[config.mk]
export PLATFORM = sky130hd
export DESIGN_NAME = tmr_vote_sequencer
export DESIGN_NICKNAME = d
export VERILOG_FILES = /design/src/rtl/tmr_vote_sequencer.sv
export SDC_FILE = /design/constraint.sdc
export NUM_CORES = 1
export LEC_CHECK = 0
export CAP_MARGIN = 10
export CORE_ASPECT_RATIO = 0.75
export CORE_MARGIN = 10
export CORE_UTILIZATION = 45
export CTS_BUF_LIST = sky130_fd_sc_hd__clkbuf_8
export CTS_CLUSTER_DIAMETER = 120
export DETAILED_ROUTE_END_ITERATION = 8
export PLACE_DENSITY = 0.74
export SETUP_SLACK_MARGIN = 0.02
export SYNTH_ARGS = -nofsm -noshare
export SYNTH_HDL_FRONTEND = slang
export SYNTH_SLANG_ARGS = --single-unit
export TNS_END_PERCENT = 100
[constraint.sdc]
create_clock -name clk -period 1.8 [get_ports clk]
set_clock_uncertainty 0.2 [all_clocks]
set_input_delay 0.45 -clock clk [delete_from_list [all_inputs] [get_ports clk]]
set_output_delay 0.45 -clock clk [all_outputs]
set_load 0.1 [all_outputs]
[src/rtl/tmr_vote_sequencer.sv]
// tmr_vote_sequencer
//   Bit-serial 2-of-3 majority voter for triple-redundant words. One vote
//   cell is reused across the word, LSB first, one bit per clock. The voted
//   word, a per-replica disagreement summary and sticky per-replica fault
//   flags are produced. Fault flags come from consecutive-bad-word counters.
//
//   Parameters
//     WIDTH        word width, >=1 (one vote cycle per bit)
//     FAULT_LIMIT  consecutive mismatching words before a fault sets, >=1
//
//   Ports
//     clk, rst            clock, asynchronous active-high reset
//     in_valid/in_ready   A/B/C triple handshake (ready only in IDLE)
//     A, B, C             replica words 0/1/2
//     out_valid/out_ready result handshake (valid only in DONE)
//     Y                   voted word
//     mismatch[2:0]       replica disagreed on >=1 bit of this word
//     fault[2:0]          sticky per-replica fault
//     busy                not IDLE
//     err_count[15:0]     only with TMR_ERR_CNT_EN: saturating count of
//                         vote cycles with any disagreement
//
//   Build option: define TMR_ERR_CNT_EN to add err_count.

// Consecutive-bad-word tracker for one replica.
module tmr_fault_track #(
  parameter int FAULT_LIMIT = 3
) (
  input  logic clk,
  input  logic rst,
  input  logic upd,
  input  logic bad,
  output logic fault
);
  localparam int CW = $clog2(FAULT_LIMIT + 1);

  logic [CW-1:0] cnt, cnt_nxt;

  always_comb begin
    cnt_nxt = '0;
    if (bad) cnt_nxt = (cnt == CW'(FAULT_LIMIT)) ? cnt : cnt + CW'(1);
  end

  always_ff @(posedge clk or posedge rst) begin
    if (rst) begin
      cnt   <= '0;
      fault <= 1'b0;
    end else if (upd) begin
      cnt <= cnt_nxt;
      if (cnt_nxt == CW'(FAULT_LIMIT)) fault <= 1'b1;
    end
  end
endmodule

module tmr_vote_sequencer #(
  parameter int WIDTH       = 8,
  parameter int FAULT_LIMIT = 3
) (
  input  logic             clk,
  input  logic             rst,
  input  logic             in_valid,
  output logic             in_ready,
  input  logic [WIDTH-1:0] A,
  input  logic [WIDTH-1:0] B,
  input  logic [WIDTH-1:0] C,
  output logic             out_valid,
  input  logic             out_ready,
  output logic [WIDTH-1:0] Y,
  output logic [2:0]       mismatch,
  output logic [2:0]       fault,
  output logic             busy
`ifdef TMR_ERR_CNT_EN
  ,
  output logic [15:0]      err_count
`endif
);
  localparam int IW = (WIDTH > 1) ? $clog2(WIDTH) : 1;

  typedef enum logic [1:0] {IDLE, VOTE, DONE} state_t;

  state_t state, state_nxt;

  logic [WIDTH-1:0] sh_a, sh_b, sh_c;
  logic [IW-1:0]    bit_idx;
  logic             maj, last, accept, vote_en;
  logic [2:0]       bit_mm, mm_fin;
  logic [WIDTH:0]   y_cat;

  // Single majority cell on the current LSBs.
  assign maj    = (sh_a[0] & sh_b[0]) | (sh_b[0] & sh_c[0]) | (sh_c[0] & sh_a[0]);
  assign bit_mm = {sh_c[0] ^ maj, sh_b[0] ^ maj, sh_a[0] ^ maj};
  assign mm_fin = mismatch | bit_mm;
  assign last   = (bit_idx == IW'(WIDTH - 1));
  // New vote enters at the MSB; concatenate-then-drop works for WIDTH=1 too.
  assign y_cat  = {maj, Y};

  always_ff @(posedge clk or posedge rst) begin
    if (rst) state <= IDLE;
    else     state <= state_nxt;
  end

  always_comb begin
    state_nxt = state;
    in_ready  = 1'b0;
    out_valid = 1'b0;
    busy      = 1'b1;
    accept    = 1'b0;
    vote_en   = 1'b0;
    case (state)
      IDLE: begin
        in_ready = 1'b1;
        busy     = 1'b0;
        if (in_valid) begin
          accept    = 1'b1;
          state_nxt = VOTE;
        end
      end
      VOTE: begin
        vote_en = 1'b1;
        if (last) state_nxt = DONE;
      end
      DONE: begin
        out_valid = 1'b1;
        if (out_ready) state_nxt = IDLE;
      end
      default: state_nxt = IDLE;
    endcase
  end

  always_ff @(posedge clk or posedge rst) begin
    if (rst) begin
      sh_a     <= '0;
      sh_b     <= '0;
      sh_c     <= '0;
      bit_idx  <= '0;
      Y        <= '0;
      mismatch <= '0;
    end else if (accept) begin
      sh_a     <= A;
      sh_b     <= B;
      sh_c     <= C;
      bit_idx  <= '0;
      mismatch <= '0;
    end else if (vote_en) begin
      sh_a     <= sh_a >> 1;
      sh_b     <= sh_b >> 1;
      sh_c     <= sh_c >> 1;
      bit_idx  <= bit_idx + IW'(1);
      Y        <= y_cat[WIDTH:1];
      mismatch <= mm_fin;
    end
  end

  // Counters see the final word summary on the edge that enters DONE.
  for (genvar i = 0; i < 3; i++) begin : g_trk
    tmr_fault_track #(.FAULT_LIMIT(FAULT_LIMIT)) u_trk (
      .clk  (clk),
      .rst  (rst),
      .upd  (vote_en & last),
      .bad  (mm_fin[i]),
      .fault(fault[i])
    );
  end

`ifdef TMR_ERR_CNT_EN
  always_ff @(posedge clk or posedge rst) begin
    if (rst)
      err_count <= '0;
    else if (vote_en && (|bit_mm) && (err_count != 16'hFFFF))
      err_count <= err_count + 16'd1;
  end
`endif
endmodule
==> results_dict.tcl, run 1 <==
set metrics [dict create \
    critPathKind "flip-flop to output port" \
    crit_arrival_ns 1.27 \
    grtUsageTotal_pct 12.6 \
    critPathLaunchType "flip-flop" \
    grt_remaining_overflow 0 \
    fin_ws_ns -0.116 \
    min_path_cells 2 \
    reg2reg_from "bit_idx[0]$_DFFE_PP0P_" \
    num_antenna_cells 0 \
    place_congestion 0.782 \
    grt_first_pass_wirelength_um 8250 \
    clkLatencyLatePin_ns 0.31 \
    ys_warn_count 0 \
    numPortBuffers 44 \
    path_clk_slew_ns 0.10 \
    postRouteAntennaNets 0 \
    hpwlAfterDp_um 3360 \
    holdBufCountCts 0 \
    grt_max_degree 50 \
    tritoncts "built" \
    hp-start "sh_c[2]$_DFFE_PP0P_" \
    syn_to_final_growth_pct 36.9 \
    synth_area_um2 2170 \
    maxCapViolCount 0 \
    top_layer "met4" \
    grt_setup_unrepaired "yes" \
    violations "setup timing" \
    tightest_slew_ns 0.377 \
    crit_fanout 3 \
    fmax_mhz 522 \
    finalCriticalPeriod_ns 1.92 \
    vias 1648 \
    regToRegSetupSlack_ns 0.13 \
    clk_path_buf_depth 2 \
    layout.nets 298 \
    drt_first_pass_iters 4 \
    vdd.ir_drop.worst_v 0.00116 \
    setup_viol 3 \
    whs_ns 0.281 \
    post-route-util_pct 65.1 \
    die-area_um2 8040 \
    hold_viol_final 0 \
    fillerInstances 371 \
    antenna_found_initial 0 \
    synth_cells 221 \
    route.detailed.drc 0 \
    ys_seq_elements 49 \
    initialDrtViolationCount 65 \
    routed_wl_um 4820 \
    clock_sinks 49 \
    dr_wl_met3_um 389 \
    fp.dieH_um 80.2 \
    ios 45 \
    r2r_end "g_trk[1].u_trk.cnt[1]$_DFFE_PP0P_" \
    start_util_pct 47.5 \
    reg2reg_depth 5 \
    holdPathEnd "sh_c[2]$_DFFE_PP0P_" \
    drv_slew 0 \
    synth_fp_nets 251 \
    p_leak_nw 1.42 \
    end_kind "output port" \
    cts.htree.levels 2 \
    status "finished, violations left" \
    synth-seq-area-share_pct 56.4 \
    relSlewSlack_pct 74.9 \
    layout-drive-gt1-share_pct 19.3 \
    ys_types 25 \
    cts_root_buf "clkbuf_8" \
    fp-row-count 21 \
    met1Wirelength_um 2360 \
    numCtsBuffers 5 \
    grt_pass1_vias 1634 \
    met2_length_um 2010 \
    min_period_over_period_pct 106 \
    wl_per_cell_um 14.8 \
    die_w_um 100 \
    core_area_um2 4570 \
    via_per_inst 5.06 \
    required_ns 1.15 \
    worstHoldPathType "flip-flop to flip-flop" \
    final_cell_mix "nand2_1, dfrtp_1, clkdlybuf4s50_1" \
    layout_commonest_cell "nand2_1" \
    power_density_nw_per_um2 2010 \
    syn_area_per_cell_um2 9.83 \
]
[cells in the mapped netlist (all sizes together)]
master	n	area (um^2)
nand2	81	304
dfrtp	49	1230
a22oi	21	168
buf	16	139
o21ai	11	55.1
a21oi	8	43.8
inv	6	22.5
nand3	5	25.0
o21bai	4	30.0
nor2	3	11.3
nor2b	3	18.8
o22ai	3	18.8
a221oi	2	30.0
ha	2	25.0
nand2b	2	12.5
a21o	1	7.51
and3b	1	8.76
nor3b	1	12.5
or2	1	6.26
or3b	1	8.76
[area by class of cell]
type | instances | area, um^2 | area share [%]
Sequential cell | 49 | 1230 | 41.3
Multi-Input combinational cell | 150 | 795 | 26.7
Timing Repair Buffer | 56 | 713 | 24.0
Tap cell | 57 | 71.3 | 2.40
Clock buffer | 5 | 68.8 | 2.31
Clock inverter | 3 | 65.1 | 2.19
Inverter | 6 | 33.8 | 1.14
[critical path, stage by stage (launching register included)]
cell	delay, ns
dfrtp_2	0.43
or2_4	0.28
clkinvlp_4	0.08
buf_12	0.16
[worst max path at each step]
stage,start,to,slack [ns],cells after the start
5_1_grt,state[1]$_DFFE_PP0P_,in_ready,-0.16,3
4_1_cts,state[0]$_DFFE_PP0P_,in_ready,-0.12,3
3_5_place_dp,in_valid,mismatch[0]$_DFFE_PP0P_,-0.22,4
3_3_place_gp,in_valid,mismatch[0]$_DFFE_PP0P_,-0.22,4
2_1_floorplan,state[1]$_DFFE_PP0P_,in_ready,-0.13,2
6_report,state[1]$_DFFE_PP0P_,in_ready,-0.12,3
[power by group]
part           internal, W  switching (W)  leakage, nW
Clock             0.000552       0.000382       0.0681
Sequential         0.00156       0.000398        0.624
Combinational      0.00117        0.00192        0.724
[cell families after synthesis]
kind of cell | count (synthesis) | share of synthesized area, %
buf+inv | 22 | 7.43
fa+ha+maj | 2 | 1.15
simple gates | 98 | 18.8
compound gates | 50 | 16.2
flops | 49 | 56.4
[registers in the layout, indices dropped and copies added (netlist names)]
register and flops:
Y 8, bit_idx 3, g_trk.u_trk.cnt 6, g_trk.u_trk.fault 3
mismatch 3, sh_a 8, sh_b 8, sh_c 8
state 2
[metrics by stage]
step | total power, W | setup slack (ns) | instance area, um^2 | TNS (ns) | instances
floorplan | 0.00406 | -0.128 | 2190 | -0.128 | 221
global placement | 0.00498 | -0.224 | 2810 | -1.55 | 315
detailed placement | 0.00505 | -0.221 | 2810 | -1.65 | 315
CTS | 0.00603 | -0.125 | 2970 | -0.240 | 326
global route | 0.00637 | -0.162 | 2980 | -0.346 | 326
finish | 0.00598 | -0.116 | 2980 | -0.212 | 326
[what timing repair did]
action | in CTS | in global routing
resized for setup | 3 | 1
setup buffers | 3 | 0
pin swaps | 1 | 0
endpoints found under the setup margin | 5 | 4
[layer usage]
metal | GRT usage, % | vias up
li1 | - | 831
met1 | 16.9 | 776
met2 | 17.8 | 35
met3 | 5.82 | 6
met4 | 3.80 | 0
met5 | 0 | -
No activity file was read; power rests on OpenSTA's default activity.
==> run 2, diff against run 1 <==
--- a/config.mk
+++ b/config.mk
@@ -13,7 +13,6 @@
 export CTS_CLUSTER_DIAMETER = 120
 export DETAILED_ROUTE_END_ITERATION = 8
 export PLACE_DENSITY = 0.74
-export SETUP_SLACK_MARGIN = 0.02
 export SYNTH_ARGS = -nofsm -noshare
 export SYNTH_HDL_FRONTEND = slang
 export SYNTH_SLANG_ARGS = --single-unit
==> run 2 against run 1 <==
The run still ends with setup timing left. Maximum frequency hardly changed. Routed wire length is 0.17% higher. Core utilization fell by 0.055 points. Cell count stayed put. Global-route usage barely moved. Sequential cell count unchanged. Sequential power is essentially flat. Critical endpoint unchanged. Largest cell class unchanged. Highest routed layer unchanged.
==> results_dict.tcl, run 2 (same netlist as run 1, synthesis figures left out) <==
set metrics [dict create \
    required_ns 1.15 \
    critPathLaunchType "flip-flop" \
    end_kind "output port" \
    finalCriticalPeriod_ns 1.92 \
    holdPathEnd "sh_c[2]$_DFFE_PP0P_" \
    route.detailed.drc 0 \
    syn_to_final_growth_pct 36.8 \
    post-route-util_pct 65.0 \
    relSlewSlack_pct 75.2 \
    hold_viol_final 0 \
    start_util_pct 47.5 \
    routed_wl_um 4830 \
    p_leak_nw 1.42 \
    vias 1645 \
    wl_per_cell_um 14.8 \
    met2_length_um 2010 \
    fin_ws_ns -0.115 \
    crit_start "state[1]$_DFFE_PP0P_" \
    met1Wirelength_um 2370 \
    die_w_um 100 \
    status "finished, violations left" \
    crit_fanout 3 \
    grt_pass1_vias 1634 \
    place_congestion 0.782 \
    design_area_um2 2970 \
    grt_setup_unrepaired "yes" \
    layout-drive-gt1-share_pct 19.0 \
    die-area_um2 8040 \
    numCtsBuffers 5 \
    clock_sinks 49 \
    maxCapViolCount 0 \
    crit_arrival_ns 1.27 \
    reg2reg_from "bit_idx[0]$_DFFE_PP0P_" \
    power_density_nw_per_um2 2010 \
    worstHoldPathType "flip-flop to flip-flop" \
    layout_commonest_cell "nand2_1" \
    grt_max_degree 50 \
    core_area_um2 4570 \
    place_ws_ns -0.221 \
    fp.dieH_um 80.2 \
    grtUsageTotal_pct 12.7 \
    critPathKind "flip-flop to output port" \
    top_layer "met4" \
    fmax_mhz 522 \
    initialDrtViolationCount 74 \
    fp-row-count 21 \
    violations "setup timing" \
    clk_path_buf_depth 2 \
    r2r_end "g_trk[1].u_trk.cnt[1]$_DFFE_PP0P_" \
    tightest_slew_ns 0.372 \
    min_period_over_period_pct 106 \
    cts_root_buf "clkbuf_8" \
    postRouteAntennaNets 0 \
    dr_wl_met3_um 389 \
    hpwlAfterDp_um 3360 \
    vdd.ir_drop.worst_v 0.00116 \
    num_antenna_cells 0 \
    ios 45 \
    tritoncts "built" \
    final_cell_mix "nand2_1, dfrtp_1, clkdlybuf4s50_1" \
    setup_viol 3 \
    drv_slew 0 \
    regToRegSetupSlack_ns 0.13 \
    min_path_cells 2 \
    layout.nets 298 \
    hp-start "sh_c[2]$_DFFE_PP0P_" \
    path_clk_slew_ns 0.10 \
    via_per_inst 5.05 \
    grt_first_pass_wirelength_um 8260 \
    fillerInstances 372 \
    antenna_found_initial 0 \
    drt_first_pass_iters 4 \
    dpl-instance-area_um2 2810 \
    reg2reg_depth 5 \
    grt_remaining_overflow 0 \
    numPortBuffers 44 \
    clkLatencyLatePin_ns 0.31 \
    cts.htree.levels 2 \
]
[run 2: worst max path at each step]
stage | to | depth (start not counted)
2_1_floorplan | in_ready | 2
3_3_place_gp | mismatch[0]$_DFFE_PP0P_ | 4
3_5_place_dp | mismatch[0]$_DFFE_PP0P_ | 4
4_1_cts | in_ready | 3
5_1_grt | in_ready | 3
6_report | in_ready | 3
[run 2: layout make-up]
type	instances	area (um^2)	area share (%)
Clock buffer	5	68.8	2.31
Clock inverter	3	65.1	2.19
Inverter	6	33.8	1.14
Multi-Input combinational cell	150	792	26.6
Sequential cell	49	1230	41.3
Tap cell	57	71.3	2.40
Timing Repair Buffer	56	713	24.0
[run 2: power breakdown]
group          switching (W)  internal, W  total [W]
Clock               0.000382     0.000552   0.000934
Sequential          0.000398      0.00156    0.00195
Combinational        0.00192      0.00116    0.00308
Total                0.00270      0.00327    0.00597
[run 2: per-layer routing]
layer	track usage [%]	vias up
li1	-	831
met1	16.9	773
met2	17.8	35
met3	5.82	6
met4	3.80	0
met5	0	-
[run 2: critical path: stages (launching register included)]
cell        delay, ns
dfrtp_2          0.43
or2_4            0.28
clkinvlp_4       0.08
buf_12           0.16
[run 2: what timing repair did]
action	in CTS	in global routing
endpoints found under the setup margin	3	11
resized for setup	2	1
pin swaps	1	0
buffers inserted	3	0
hold buffers	0	0
[run 2: metrics by stage]
stage | setup TNS, ns | hold WS [ns] | total power, W | instances
finish | -0.210 | 0.281 | 0.00597 | 326
floorplan | -0.128 | 0.244 | 0.00406 | 221
global placement | -1.55 | 0.261 | 0.00498 | 315
global route | -0.346 | 0.305 | 0.00636 | 326
CTS | -0.240 | 0.285 | 0.00603 | 326
detailed placement | -1.65 | 0.263 | 0.00505 | 315
==> run 3, diff against run 2 <==
--- a/config.mk
+++ b/config.mk
@@ -13,6 +13,7 @@
 export CTS_CLUSTER_DIAMETER = 120
 export DETAILED_ROUTE_END_ITERATION = 8
 export PLACE_DENSITY = 0.74
+export SKIP_CTS_REPAIR_TIMING = 1
 export SYNTH_ARGS = -nofsm -noshare
 export SYNTH_HDL_FRONTEND = slang
 export SYNTH_SLANG_ARGS = --single-unit
==> run 3 against run 2 <==
The flow still finishes with violations (setup timing). Critical path depth is the same. Worst hold slack is the same. Largest cell class unchanged. Critical path type unchanged. Routed wire length shrank 0.39%.
==> results_dict.tcl, run 3 (same netlist as run 1, synthesis figures left out) <==
set metrics [dict create \
    status "finished, violations left" \
    violations "setup timing" \
    p_leak_nw 1.41 \
    power_density_nw_per_um2 2010 \
    dp_cells 315 \
    syn_to_final_growth_pct 36.1 \
    drt_first_pass_iters 4 \
    register_area_um2 1230 \
    whs_ns 0.281 \
    die_w_um 100 \
    drv_slew 0 \
    start_util_pct 47.5 \
    grt_pass1_vias 1618 \
    finalCriticalPeriod_ns 1.95 \
    multi_input_area_um2 792 \
    layout.nets 296 \
    fp-row-count 21 \
    layout_commonest_cell "nand2_1" \
    end_kind "output port" \
    worstHoldPathType "flip-flop to flip-flop" \
    ios 45 \
    min_period_over_period_pct 108 \
    grt_remaining_overflow 0 \
    fmax_mhz 514 \
    design_area_um2 2960 \
    postRouteAntennaNets 0 \
    grt_max_degree 50 \
    dpl-instance-area_um2 2810 \
    core_area_um2 4570 \
    numCtsBuffers 5 \
    final_cells 324 \
    layout-drive-gt1-share_pct 18.4 \
    final_cell_mix "nand2_1, dfrtp_1, clkdlybuf4s50_1" \
    grtUsageTotal_pct 12.6 \
    maxCapViolCount 0 \
    antenna_found_initial 0 \
    tightest_slew_ns 0.372 \
    num_antenna_cells 0 \
    clk_path_buf_depth 2 \
    grt_setup_unrepaired "yes" \
    relSlewSlack_pct 75.2 \
    fp.dieH_um 80.2 \
    wl_per_cell_um 14.8 \
    required_ns 1.15 \
    initialDrtViolationCount 53 \
    fin_ws_ns -0.146 \
    vdd.ir_drop.worst_v 0.00117 \
    crit_arrival_ns 1.30 \
    tritoncts "built" \
    die-area_um2 8040 \
    routed_wl_um 4810 \
    route.detailed.drc 0 \
    path_clk_slew_ns 0.10 \
    critPathLaunchType "flip-flop" \
    tns_ns -0.308 \
    cts.htree.levels 2 \
    setup_viol 3 \
    cts_root_buf "clkbuf_8" \
    via_per_inst 5.11 \
    grt_first_pass_wirelength_um 8190 \
    hold_viol_final 0 \
    clock_sinks 49 \
    crit_fanout 8 \
    clkLatencyLatePin_ns 0.31 \
    numPortBuffers 44 \
    place_congestion 0.782 \
    critPathKind "flip-flop to output port" \
    vias 1657 \
    hpwlAfterDp_um 3360 \
    fillerInstances 372 \
]
-- run 3: cell count changes in the layout (fill, tap and decap cells not counted) --
cell	delta
buf_4	-2
-- run 3: report_power, final --
group	switching (W)	internal (W)	total, W
Clock	0.000381	0.000552	0.000933
Sequential	0.000409	0.00156	0.00196
Combinational	0.00191	0.00114	0.00304
-- run 3: worst paths after layout --
kind / startpoint / endpoint / slack, ns / cells after the start
max: state[0]$_DFFE_PP0P_ / in_ready / -0.15 / 3
min: sh_c[2]$_DFFE_PP0P_ / sh_c[2]$_DFFE_PP0P_ / 0.28 / 2
max reg2reg: bit_idx[0]$_DFFE_PP0P_ / g_trk[1].u_trk.cnt[1]$_DFFE_PP0P_ / 0.13 / 5
min reg2reg: sh_c[2]$_DFFE_PP0P_ / sh_c[2]$_DFFE_PP0P_ / 0.28 / 2
max in group asynchronous: rst / state[0]$_DFFE_PP0P_ / 0.83 / 3
min in group asynchronous: rst / sh_b[3]$_DFFE_PP0P_ / 0.34 / 3
-- run 3: cell type report --
class	instances	share of cell area, %
clock inverter	3	2.20
inverter	6	1.14
sequential	49	41.5
tap	57	2.41
clock buffer	5	2.33
timing repair buffer	54	23.6
multi-input combinational	150	26.8
-- run 3: critical path, cell delays in order, from the launching register on --
cell	delay, ns
dfrtp_2	0.47
or2_4	0.27
clkinvlp_4	0.08
buf_12	0.16
-- run 3: metrics by stage --
stage / util (%) / setup slack, ns / total power (W)
floorplan: - / -0.128 / 0.00406
global placement: 61.5 / -0.224 / 0.00498
detailed placement: 61.5 / -0.221 / 0.00505
CTS: 64.4 / -0.202 / 0.00599
global route: 64.7 / -0.194 / 0.00633
finish: 64.7 / -0.146 / 0.00594
-- run 3: layer usage --
| metal | track usage (%) | vias up | wire length [um] |
|---|---|---|---|
| met1 | 16.9 | 784 | 2370 |
| met3 | 5.82 | 6 | 394 |
| met2 | 17.5 | 39 | 1990 |
| met4 | 3.80 | 0 | 55 |
| li1 | - | 828 | - |
| met5 | 0 | - | 0 |
